**config.mk**
```make
export PLATFORM = sky130hd
export DESIGN_NAME = flexbex_efpga_arbiter
export DESIGN_NICKNAME = d
export VERILOG_FILES = /design/src/rtl/flexbex_efpga_arbiter.sv
export SDC_FILE = /design/constraint.sdc
export NUM_CORES = 1
export LEC_CHECK = 0
export ABC_CLOCK_PERIOD_IN_PS = 2450
export BUFFER_PORTS_ARGS = -buffer_cell sky130_fd_sc_hd__buf_2
export CAP_MARGIN = 15
export CORE_AREA = 2 2 186 188
export DETAILED_ROUTE_END_ITERATION = 10
export DIE_AREA = 0 0 188 190
export GPL_TIMING_DRIVEN = 0
export SKIP_LAST_GASP = 1
export SLEW_MARGIN = 40
export SYNTH_ARGS = -nofsm -noshare
export SYNTH_HDL_FRONTEND = slang
export SYNTH_SLANG_ARGS = --single-unit
```
**constraint.sdc**
```tcl
create_clock -name clk -period 2.45 [get_ports clk]
set_input_delay 0.245 -clock clk [delete_from_list [all_inputs] [get_ports clk]]
set_output_delay 0.245 -clock clk [all_outputs]
set_load 0.01 [all_outputs]
```
**src/rtl/flexbex_efpga_arbiter.sv**
```systemverilog
// flexbex_efpga_arbiter: round-robin sharing of one eFPGA custom-instruction unit between cores
module flexbex_efpga_arbiter #(
    parameter int NUM_CORES = 4,
    parameter int TIMEOUT   = 255
) (
    input  logic                    clk,
    input  logic                    rst,
    input  logic [NUM_CORES-1:0]    req_i,
    input  logic [2*NUM_CORES-1:0]  operator_i,
    input  logic [32*NUM_CORES-1:0] operand_a_i,
    input  logic [32*NUM_CORES-1:0] operand_b_i,
    output logic [NUM_CORES-1:0]    done_o,
    output logic                    error_o,
    output logic [31:0]             result_o,
    output logic                    efpga_strobe_o,
    output logic [1:0]              efpga_operator_o,
    output logic [31:0]             efpga_op_a_o,
    output logic [31:0]             efpga_op_b_o,
    input  logic                    efpga_done_i,
    input  logic [31:0]             efpga_result_a_i,
    input  logic [31:0]             efpga_result_b_i,
    input  logic [31:0]             efpga_result_c_i,
    output logic                    busy_o
);
    localparam int IW = $clog2(NUM_CORES);
    localparam logic [1:0] IDLE = 2'd0, ISSUE = 2'd1, WAIT = 2'd2, RESP = 2'd3;

    logic [1:0]             state;
    logic [IW-1:0]          rr_ptr, grant, pick;
    logic [15:0]            timer;
    logic                   abandon;
    logic [NUM_CORES-1:0]   rot;
    logic [2*NUM_CORES-1:0] req2;
    logic [31:0]            res_sel;

    // Rotate requests so bit 0 is rr_ptr; the lowest set bit is the winner.
    assign req2 = {req_i, req_i};
    assign rot  = NUM_CORES'(req2 >> rr_ptr);

    always_comb begin
        pick = rr_ptr;
        for (int i = NUM_CORES - 1; i >= 0; i--)
            if (rot[i]) pick = IW'((int'(rr_ptr) + i) % NUM_CORES);
    end

    assign res_sel = efpga_operator_o == 2'b00 ? efpga_result_a_i :
                     efpga_operator_o == 2'b01 ? efpga_result_b_i :
                     efpga_operator_o == 2'b10 ? efpga_result_c_i : 32'h0;

    assign efpga_strobe_o = state == ISSUE;
    assign busy_o         = state != IDLE;
    // A core that dropped its request mid-transaction gets no completion pulse.
    assign done_o         = (state == RESP && !abandon) ? NUM_CORES'(1) << grant : '0;

    always_ff @(posedge clk) begin
        if (rst) begin
            state            <= IDLE;
            rr_ptr           <= '0;
            grant            <= '0;
            timer            <= '0;
            abandon          <= 1'b0;
            efpga_operator_o <= '0;
            efpga_op_a_o     <= '0;
            efpga_op_b_o     <= '0;
            result_o         <= '0;
            error_o          <= 1'b0;
        end else begin
            case (state)
                IDLE: if (|req_i) begin
                    grant            <= pick;
                    efpga_operator_o <= 2'(operator_i >> (2 * pick));
                    efpga_op_a_o     <= 32'(operand_a_i >> (32 * pick));
                    efpga_op_b_o     <= 32'(operand_b_i >> (32 * pick));
                    abandon          <= 1'b0;
                    state            <= ISSUE;
                end
                ISSUE: begin
                    timer   <= '0;
                    abandon <= abandon | !req_i[grant];
                    state   <= WAIT;
                end
                WAIT: begin
                    timer   <= timer + 1'b1;
                    abandon <= abandon | !req_i[grant];
                    if (efpga_done_i) begin
                        result_o <= res_sel;
                        error_o  <= 1'b0;
                        state    <= RESP;
                    end else if (timer == 16'(TIMEOUT - 1)) begin
                        result_o <= '0;
                        error_o  <= 1'b1;
                        state    <= RESP;
                    end
                end
                default: begin
                    rr_ptr <= (grant == IW'(NUM_CORES - 1)) ? '0 : grant + 1'b1;
                    state  <= IDLE;
                end
            endcase
        end
    end
endmodule

```
==> Yosys cells after proc, flatten, opt, wreduce, memory -nomap -nowiden <==
Cells that the tools add are included.
{ "word_totals": {"reg_bits": 122, "in_bits": 367, "out_inout_bits": 105, "wordCells": 69} }
{ "classes": {"n_addsub": 5, "n_lt_le_gt_ge": 1, "n_eq_ne": 9, "shifts": 5, "n_mux": 22, "bitwise_logic": 1, "reduce_logical": 16} }
{ "ops": {"columns": ["operator", "n"], "rows": [
  ["128-bit by 7-bit >> shifter with 32-bit output", 2],
  ["32-bit 2-to-1 mux", 5],
  ["16-bit one-hot mux with 2 select lines", 1],
  ["16-bit by 1-bit adder with 16-bit output (second input constant)", 1],
  ["16-bit by 8-bit equality test with 1-bit output (second input constant)", 1],
  ["2-bit 2-to-1 mux", 8],
  ["2-bit equality test (second input constant)", 4],
  ["2-bit AND reduction", 4],
  ["2-bit nonzero test", 4],
  ["8-bit by 2-bit >> shifter with 4-bit output", 1],
  ["8-bit by 3-bit >> shifter with 2-bit output", 1],
  ["2-bit one-hot mux with 3 select lines", 1],
  ["2-bit by 1-bit adder with 2-bit output (second input constant)", 2],
  ["2-bit adder (second input constant)", 2],
  ["2-bit by 1-bit equality test with 1-bit output (second input constant)", 2],
  ["2-bit zero test", 2],
  ["1-bit 2-to-1 mux", 4],
  ["4-bit 2-to-1 mux", 1],
  ["4-bit OR reduction", 1],
  ["1-bit by 2-bit left shift with 4-bit output (first input constant)", 1],
  ["2-bit by 3-bit less-than comparator with 1-bit output (second input constant)", 1],
  ["3-bit != test (second input constant)", 1],
  ["3-bit OR reduction", 1],
  ["1-bit binary-select mux with 2-bit select", 1],
  ["other kinds (6)", 7]
]} }

==> Logic depth before layout (Yosys ltp) <==
Gate-level depths: netlist (run 1).
{ "logic_depth": {"depth_word": 6, "depth_mapped": 9, "mapped_depth_nobuf": 7} }

==> Least setup slack after synthesis (run 1) <==
Ideal clock, no wire load.
{ "synth_timing": {"path_kind": "register to register", "from": "reg state[0]", "to": "reg timer[7]", "setup_time_ps": 128, "arrival_ps": 1627, "t_required_ps": 2322, "path_slack_ps": 696, "path_stages_with_launch": 9, "path_buffers": 1, "period_less_slack_ps": 1754, "path_cell_list": "dfxtp_1 -> inv_1 -> ha_1 -> clkbuf_1 -> nand3_1 -> nor2_1 -> and4_1 -> xnor2_1 -> nor2_1"} }
{ "synth_via": {"elab_chain_cells": 2, "elab_cells_between_ends": 4, "cone_classes": "eq/ne: 2; mux: 1; reduce/logical: 1"} }
{ "synth_lines": {"columns": ["element", "line_no", "source"], "rows": [
  ["start: declaration", "28", "logic [1:0] state;"],
  ["start signal: assignment", "57", "state <= IDLE;"],
  ["start signal: assignment", "75", "state <= ISSUE;"],
  ["start signal: assignment", "80", "state <= WAIT;"],
  ["2-bit equality test or 2-bit by 1-bit equality test with 1-bit output (tied branches)", "68", "case (state)"],
  ["16-bit one-hot mux with 2 select lines or 2-bit nonzero test (tied branches)", null, null],
  ["end signal: assignment", "83", "timer <= timer + 1'b1;"],
  ["end: declaration", "30", "logic [15:0] timer;"]
]} }
Parallel ways exist; a longest one is shown, timed or not.
A chain may end at the register's enable or synchronous reset.

==> Worst setup path after layout (run 1) <==
{ "layout_timing": {"from": "reg rr_ptr[0]", "to": "reg efpga_op_a_o[27]"} }
{ "layout_via": {"elab_chain_cells": 6, "elab_cells_between_ends": 9, "cone_classes": "add/sub: 3; shift: 2; mux: 4"} }
{ "layout_lines": {"columns": ["element", "line_no", "source"], "rows": [
  ["start: declaration", "29", "logic [IW-1:0] rr_ptr, grant, pick;"],
  ["start signal: assignment", "96", "rr_ptr <= (grant == IW'(NUM_CORES - 1)) ? '0 : grant + 1'b1;"],
  ["2-bit adder or 8-bit by 2-bit >> shifter with 4-bit output (tied branches)", "43, 38", null],
  ["2-bit 2-to-1 mux (3 in a row)", "43", "if (rot[i]) pick = IW'((int'(rr_ptr) + i) % NUM_CORES);"],
  ["2-bit 2-to-1 mux (*)", "43", null],
  ["128-bit by 7-bit >> shifter with 32-bit output (*)", "72", "efpga_op_a_o <= 32'(operand_a_i >> (32 * pick));"],
  ["end signal: assignment", "72", null],
  ["end: declaration", "17", "output logic [31:0] efpga_op_a_o,"]
]} }
Every way passes the cells marked *; elsewhere a longest branch is shown, timed or not.

==> results of run 1 <==
## layout make-up
class                      instances  area, um^2
sequential                       122        2440
clock buffer                      19         453
multi-input combinational        525        4230
tap                              455         569
buffer                            56         445
clock inverter                    13         193
fill                            3535       23200
antenna                            3        7.51
inverter                           7        26.3
timing repair buffer             472        2370
## repair_timing
action                                  CTS  global route
resized for setup                         0             8
endpoints found under the setup margin    0            41
setup buffers                             0             0
hold endpoints to repair                  1             0
hold buffers                              1             0
## worst min-delay path by stage
| stage | to | cells after the start |
|---|---|---|
| finish | efpga_op_b_o[28] | 3 |
| global route | efpga_op_b_o[25] | 3 |
| CTS | efpga_op_b_o[8] | 3 |
| detailed placement | efpga_op_b_o[23] | 2 |
| global placement | efpga_op_b_o[11] | 2 |
| floorplan | error_o | 1 |
## worst reg2reg max path: stages, from the launching register on
cell and delay (ns):
dfxtp_1 0.39, nor2b_1 0.09, o21ba_1 0.21, nor3_2 0.34, buf_6 0.20, buf_12 0.19, buf_6 0.25, mux2i_2 0.39
o221ai_2 0.13
## layout by cell type, fill, tap and decap left out, types with 7 or more instances in the layout
cell type	count
buf_2	482
mux2i_1	163
dfxtp_1	122
nand2_1	110
o221ai_2	50
o21ai_0	33
a22o_1	32
nor2_1	29
clkbuf_1	17
clkbuf_16	17
o221ai_1	15
xor2_1	12
nand3_1	10
ha_1	10
buf_6	8
inv_1	7
nor2b_1	7
and2_1	7
buf_12	7
## registers in the layout, summed over array words and instances (netlist names)
signal            cells
abandon               1
result_o             32
efpga_op_b_o         32
state                 2
efpga_operator_o      2
timer                16
grant                 2
efpga_op_a_o         32
rr_ptr                2
error_o               1
## layer usage
| layer | routed length (um) | share of wire | vias up | GRT usage |
|---|---|---|---|---|
| met1 | 12100 | 0.40 | 3526 | 0.183 |
| li1 | - | - | 3621 | - |
| met4 | 617 | 0.020 | 6 | 0.0588 |
| met5 | 44 | 0.0015 | - | 0 |
| met2 | 15100 | 0.50 | 328 | 0.293 |
| met3 | 2430 | 0.080 | 43 | 0.0576 |
## through the flow
stage,setup WS [ns],cell area [um^2]
finish,0.130,10700
global route,0.00868,10700
CTS,0.0240,10700
detailed placement,-0.00958,10100
global placement,-0.00530,10100
floorplan,0.696,7130
## power by group through the flow
stage	clock network [uW]	logic (uW)	registers, uW
global placement	0	3700	2820
CTS	2860	3740	2790
detailed placement	0	3740	2810
finish	2780	3690	2790
global route	2930	4010	2860
floorplan	0	2000	3000
## logic make-up (layout without fill, tap and decap cells)
group | after synthesis | in the layout | synth area share
flops | 122 | 122 | 0.343
mux | 166 | 166 | 0.235
fa+ha+maj | 10 | 10 | 0.0176
compound gates | 152 | 152 | 0.209
xor+xnor | 14 | 14 | 0.0172
buf+inv | 63 | 567 | 0.0655
other cells | 0 | 3 | 0
simple gates | 183 | 183 | 0.113
==> impl_results.md, run 1 <==
* Outcome: finished, final reports clean
* Top-count cell post-synth: mux2i_1
* WL per Instance at 18.1 um
* Max-Cap Viols at 0
* Drt first pass iters at 4
* Ys flop type: dfxtp_1
* Row Count at 68
* Worst path depth at 8
* Layout area overhead at 50.6%
* Largest net degree at the start of global routing at 17
* # IOs at 472
* Crit path kind: reg2reg
* Hold path startpoint: operand_b_i[28]
* Worst-path fanout max at 10
* Hold Fails Final Rpt at 0
* Clock Skew at ~0.0083 ns
* Int Pwr at 5830 uW
* Endpoints failing setup at 0
* CP Capture Point: efpga_op_a_o[27]
* Starting Density at 0.210
* Setup_tns at 0 ns
* Total track usage at 0.165
* Vias at 7524
* CP Launch Point: rr_ptr[0]
* Register clock-pin slew on the reported worst setup and hold paths at around 0.060 ns
* Number of global-route vias before repair at roughly 7500
* Worst Tran Pin Value at between 0.7 and 0.8 ns
* Input/output buffers at around 470
* Most numerous cell on the critical path: buf_6
* First-pass GRT wire length at 44000 um
* Buffers & Inverters on Critical Path at 3
* DPL Wire Length at about 25000 um
* Max IR drop VDD at approximately 0.0005 V
* Leakage Power at between 0.004 and 0.005 uW
* Sequential cell fraction of total power at 0.302
* Crit start category: register
* Comb pwr share at 0.398
* Placed cells at roughly 1600
* Fin crit share at 0.947
* Fin Hold WS at 0.113 ns
* Syn Std Cell Area at a little over 7000 um^2
* Die X at 188 um
* Crit path capture type: register
* WP data required at 2.77 ns
* Fmax at around 430 MHz
* Switch Pwr at around 3400 uW
* Initial antenna violation count at 8
* Cells after Synth at 710
* Seq/Total Area, Yosys at 0.343
* Synth cell count leaders: mux2i_1 (165), dfxtp_1 (122), nand2_1 (110), o221ai_2 (50), o21ai_0 (33)
* TritonCTS Sinks at roughly 120
* Avg Synthesized Cell Area at roughly 10 um^2
* Area of the core at around 34000 um^2
* Power Total at ~9300 uW
* Final core utilization at 0.316
* Nets at approximately 1600
* Post-route insts no fill at 1672
* Global route overflow at 0
* Crit path time final at 2.32 ns
* Clk pwr share at 0.300
* Register-to-Register Path Depth at 8
* CP max-delay cell: dfxtp_1
* Reg-to-reg setup timing slack at around 0.13 ns
* Layout cell share with drive strength beyond 1 at 0.492
* DR DRC count at 0
* RSZ-0062 raised after global routing: no
* Asr flop ratio synth at 0
* Post-synthesis cell type count at 48
* Yosys top cell by area: dfxtp_1
* Family with the most delay on the worst path: buffers and inverters
* Synthesized flop and latch total at approximately 120
* Worst skew pair latency at about 0.44 ns
* Pwr/cell area at 863 nW/um^2
* Max incr delay on CP at roughly 0.39 ns
* Ys Warns at 0
* Switch share at 0.371
* Reg2reg start: rr_ptr[0]
* Die ar. at ~36000 um^2
* Die Span Y at approximately 190 um
* Drt total wl at around 30000 um
* Yosys top cell area share at 0.343
* Syn Nets at between 1000 and 1500
* Total CTS buffers at 17
* CTS tree: done
* GP Congestion at roughly 0.88
* DRT antenna net count at 0
* Worst rel slew slack at 0.525
* Area contributors post-synth: dfxtp_1 (34%), mux2i_1 (23%), o221ai_2 (11%)
* Root Buffer: clkbuf_16
* DRC marker count from the first detailed-route iteration at between 150 and 200
* Hold Crit Class: in2reg
* Crit path DAT at 2.64 ns
* Post-synth EDFFs at 0
* CTS H-tree lvls at 4
* CP Cell Sequence: nor2b_1, o21ba_1, nor3_2, buf_6, buf_12, buf_6, mux2i_2, o221ai_2
* Longest Clk Path Bufs at 2
* RR Endpoint: efpga_op_a_o[27]
* Vias/cell at approximately 4.5
* Pins Over Slew Limit at 0
No activity file was read; power rests on OpenSTA's default activity.
==> run 2: changes to the inputs <==
Settings changed: ABC_AREA from default to 1, CORE_AREA 2 2 186 188 to 2 2 184 186, DIE_AREA 0 0 188 190 to 0 0 186 188.
==> run 2 against run 1 <==
  * Die area decreased by 2.1%
  * Sequential share of layout area down 3.3 points
  * Combinational power grew 130%
  * Cell area up 17%
  * Core utilization is 6.3 points higher
  * Hold slack better by 0.075 ns
  * Critical path depth rose by 1
==> impl_results.md, run 2 <==
* Asr flop ratio synth at 0 (unchanged)
* Fin Hold WS at 0.188 ns (+0.0748 ns)
* WL per Instance at 15.8 um (-13%)
* Leakage Power at 0.00766 uW (+55%)
* Pins Over Slew Limit at 0 (unchanged)
* Worst Tran Pin Value at 0.687 ns (-0.0254 ns)
* WP data required at 2.77 ns (about the same)
* Register clock-pin slew on the reported worst setup and hold paths at 0.08 ns (+0.02 ns)
* First-pass GRT wire length at 60100 um (+36%)
* CTS H-tree lvls at 4 (unchanged)
* Commonest non-fill, non-tap cells in the layout: buf_2 (494), nand2_1 (396), nand3_1 (366)
* DR DRC count at 0 (unchanged)
* Metal3 WL at 3340 um (+37%)
* Nets at 2488 (+58%)
* Max IR drop VDD at 0.000455 V (-7.3%)
* Crit path DAT at 2.66 ns (+0.02 ns)
* TritonCTS Sinks at 122 (unchanged)
* Syn Std Cell Area at 8850 um^2 (+24%)
* Clock Skew at 0.0157 ns (+0.00735 ns)
* Layout cell share with drive strength beyond 1 at 0.274 (-0.218)
* Placed cells at 2537 (+55%)
* Die Span Y at 188 um (-1.1%)
* DRT met1 WL at 16000 um (+32%)
* Post-synthesis cell type count at 31 (-35%)
* Crit path time final at 2.33 ns (+0.0143 ns)
* Worst rel slew slack at 0.538 (+0.0127)
* Avg Synthesized Cell Area at 5.47 um^2 (-46%)
* Largest net degree at the start of global routing at 17 (unchanged)
* Setup WS pre-CTS at -0.687 ns (-0.678 ns)
* Top-count cell post-synth: nand2_1
* DRC marker count from the first detailed-route iteration at 605 (+210%)
* Hold Crit Class: in2reg
* Max-Cap Viols at 0 (unchanged)
* Synth cell count leaders: nand2_1 (397), nand3_1 (374), inv_1 (365), nor2_1 (146), dfxtp_1 (122)
* Layout area overhead at 41.8%
* Longest Clk Path Bufs at 2 (unchanged)
* Final worst slack at 0.115 ns (-0.0143 ns)
* Seq/Total Area, Yosys at 0.276 (-0.0667)
* Largest regs: efpga_op_a_o: 32 flops, efpga_op_b_o: 32 flops, result_o: 32 flops
* Pwr/cell area at 1140 nW/um^2 (+32%)
* Number of global-route vias before repair at 11300 (+51%)
* Yosys top cell by area: dfxtp_1
* Register-to-Register Path Depth at 9 (+1)
* Outcome: finished, final reports clean
* Synthesized flop and latch total at 122 (unchanged)
* Die ar. at 35000 um^2 (-2.1%)
* Total track usage at 0.227 (+0.0615)
* Commonest non-fill, non-tap cell in the layout: buf_2
* # IOs at 472 (unchanged)
* Fmax at 428 MHz (-0.61%)
* Die X at 186 um (-1.1%)
* RSZ-0062 raised after global routing: yes
* Crit path kind: reg2reg
* Post-synth EDFFs at 0 (unchanged)
* Area contributors post-synth: dfxtp_1 (28%), nand3_1 (21%), nand2_1 (17%)
* Worst-path fanout max at 10 (unchanged)
* DPL Wire Length at 33300 um (+35%)
* DRT antenna net count at 0 (unchanged)
* CTS tree: done
* Global route overflow at 0 (unchanged)
* Drt first pass iters at 5 (+1)
* Crit start category: register
* Total CTS buffers at 17 (unchanged)
* Drt total wl at 40800 um (+35%)
* Row Count at 67 (-1.5%)
* Worst skew pair latency at 0.43 ns (about the same)
* Root Buffer: clkbuf_16
* Hold Fails Final Rpt at 0 (unchanged)
* DR top layer: met5
* Routed wl met2 at 20100 um (+34%)
* Yosys top cell area share at 0.276 (-0.0667)
* Crit path capture type: register
* Vias/cell at 4.51 (+0.20%)
* Ys Warns at 0 (unchanged)
* Endpoints failing setup at 0 (unchanged)
* Vias at 11600 (+55%)
* Worst hold stages at 5 (+2)
* Post-route insts no fill at 2583 (+54%)
* Ys flop type: dfxtp_1
* Initial antenna violation count at 17 (+9)
* Area of the core at 33100 um^2 (-2.5%)
* Cells after Synth at 1619 (+130%)
* Starting Density at 0.267 (+0.0574)
* Fin crit share at 0.953 (+0.00585)
* Input/output buffers at 470 (-0.21%)
* GP Congestion at 0.904 (+2.7%)
* Syn Nets at 1996 (+84%)
run 2: layout make-up:
| type | instances | area [um^2] |
|---|---|---|
| sequential | 122 | 2440 |
| fill | 3717 | 20600 |
| inverter | 370 | 1390 |
| clock buffer | 17 | 425 |
| clock inverter | 15 | 146 |
| multi-input combinational | 1028 | 4660 |
| tap | 448 | 561 |
| buffer | 99 | 523 |
| antenna | 11 | 27.5 |
| timing repair buffer | 473 | 2380 |
run 2: kinds of logic after synthesis:
family / count (synthesis) / share of synthesized area
buf+inv: 469 / 0.207
fa+ha+maj: 10 / 0.0141
simple gates: 937 / 0.455
flops: 122 / 0.276
compound gates: 80 / 0.0468
xor+xnor: 1 / 0.000989
run 2: metrics by stage:
stage	setup TNS (ns)	instance area, um^2	total power, uW	utilization
global placement	-47.37	11800	11500	0.355
CTS	0	12400	14300	0.374
finish	0	12600	14300	0.379
floorplan	0	8850	8430	-
detailed placement	-27.16	11800	11600	0.355
global route	-0.202	12500	15600	0.379
run 2: power by group:
| part | internal, uW | switching, uW |
|---|---|---|
| combinational | 3000 | 5660 |
| sequential | 2690 | 419 |
| clock | 1350 | 1200 |
run 2: worst paths after layout:
path         slack [ns]               end           startpoint
max                0.12  efpga_op_a_o[26]             state[0]
min                0.19       result_o[0]  efpga_result_b_i[0]
max reg2reg        0.12  efpga_op_a_o[26]             state[0]
min reg2reg        0.46      result_o[10]         result_o[10]
run 2: repair_timing:
action | in CTS | in global routing
gates resized for setup | 15 | 44
pin swaps | 0 | 5
endpoints found under the setup margin | 69 | 67
setup buffers | 0 | 3
hold buffers | 0 | 0
run 2: per-layer routing:
metal,global-route usage,vias to the layer above
met2,0.416,480
li1,-,5901
met3,0.0614,66
met1,0.246,5188
met5,0,-
met4,0.0815,12
run 2: critical path, cell delays in order (launching register included):
cell	delay (ns)
dfxtp_1	0.33
inv_1	0.10
ha_1	0.21
inv_1	0.11
nor2_4	0.34
clkbuf_2	0.41
clkbuf_1	0.43
nand3_1	0.17
nand2_1	0.09
inv_1	0.04
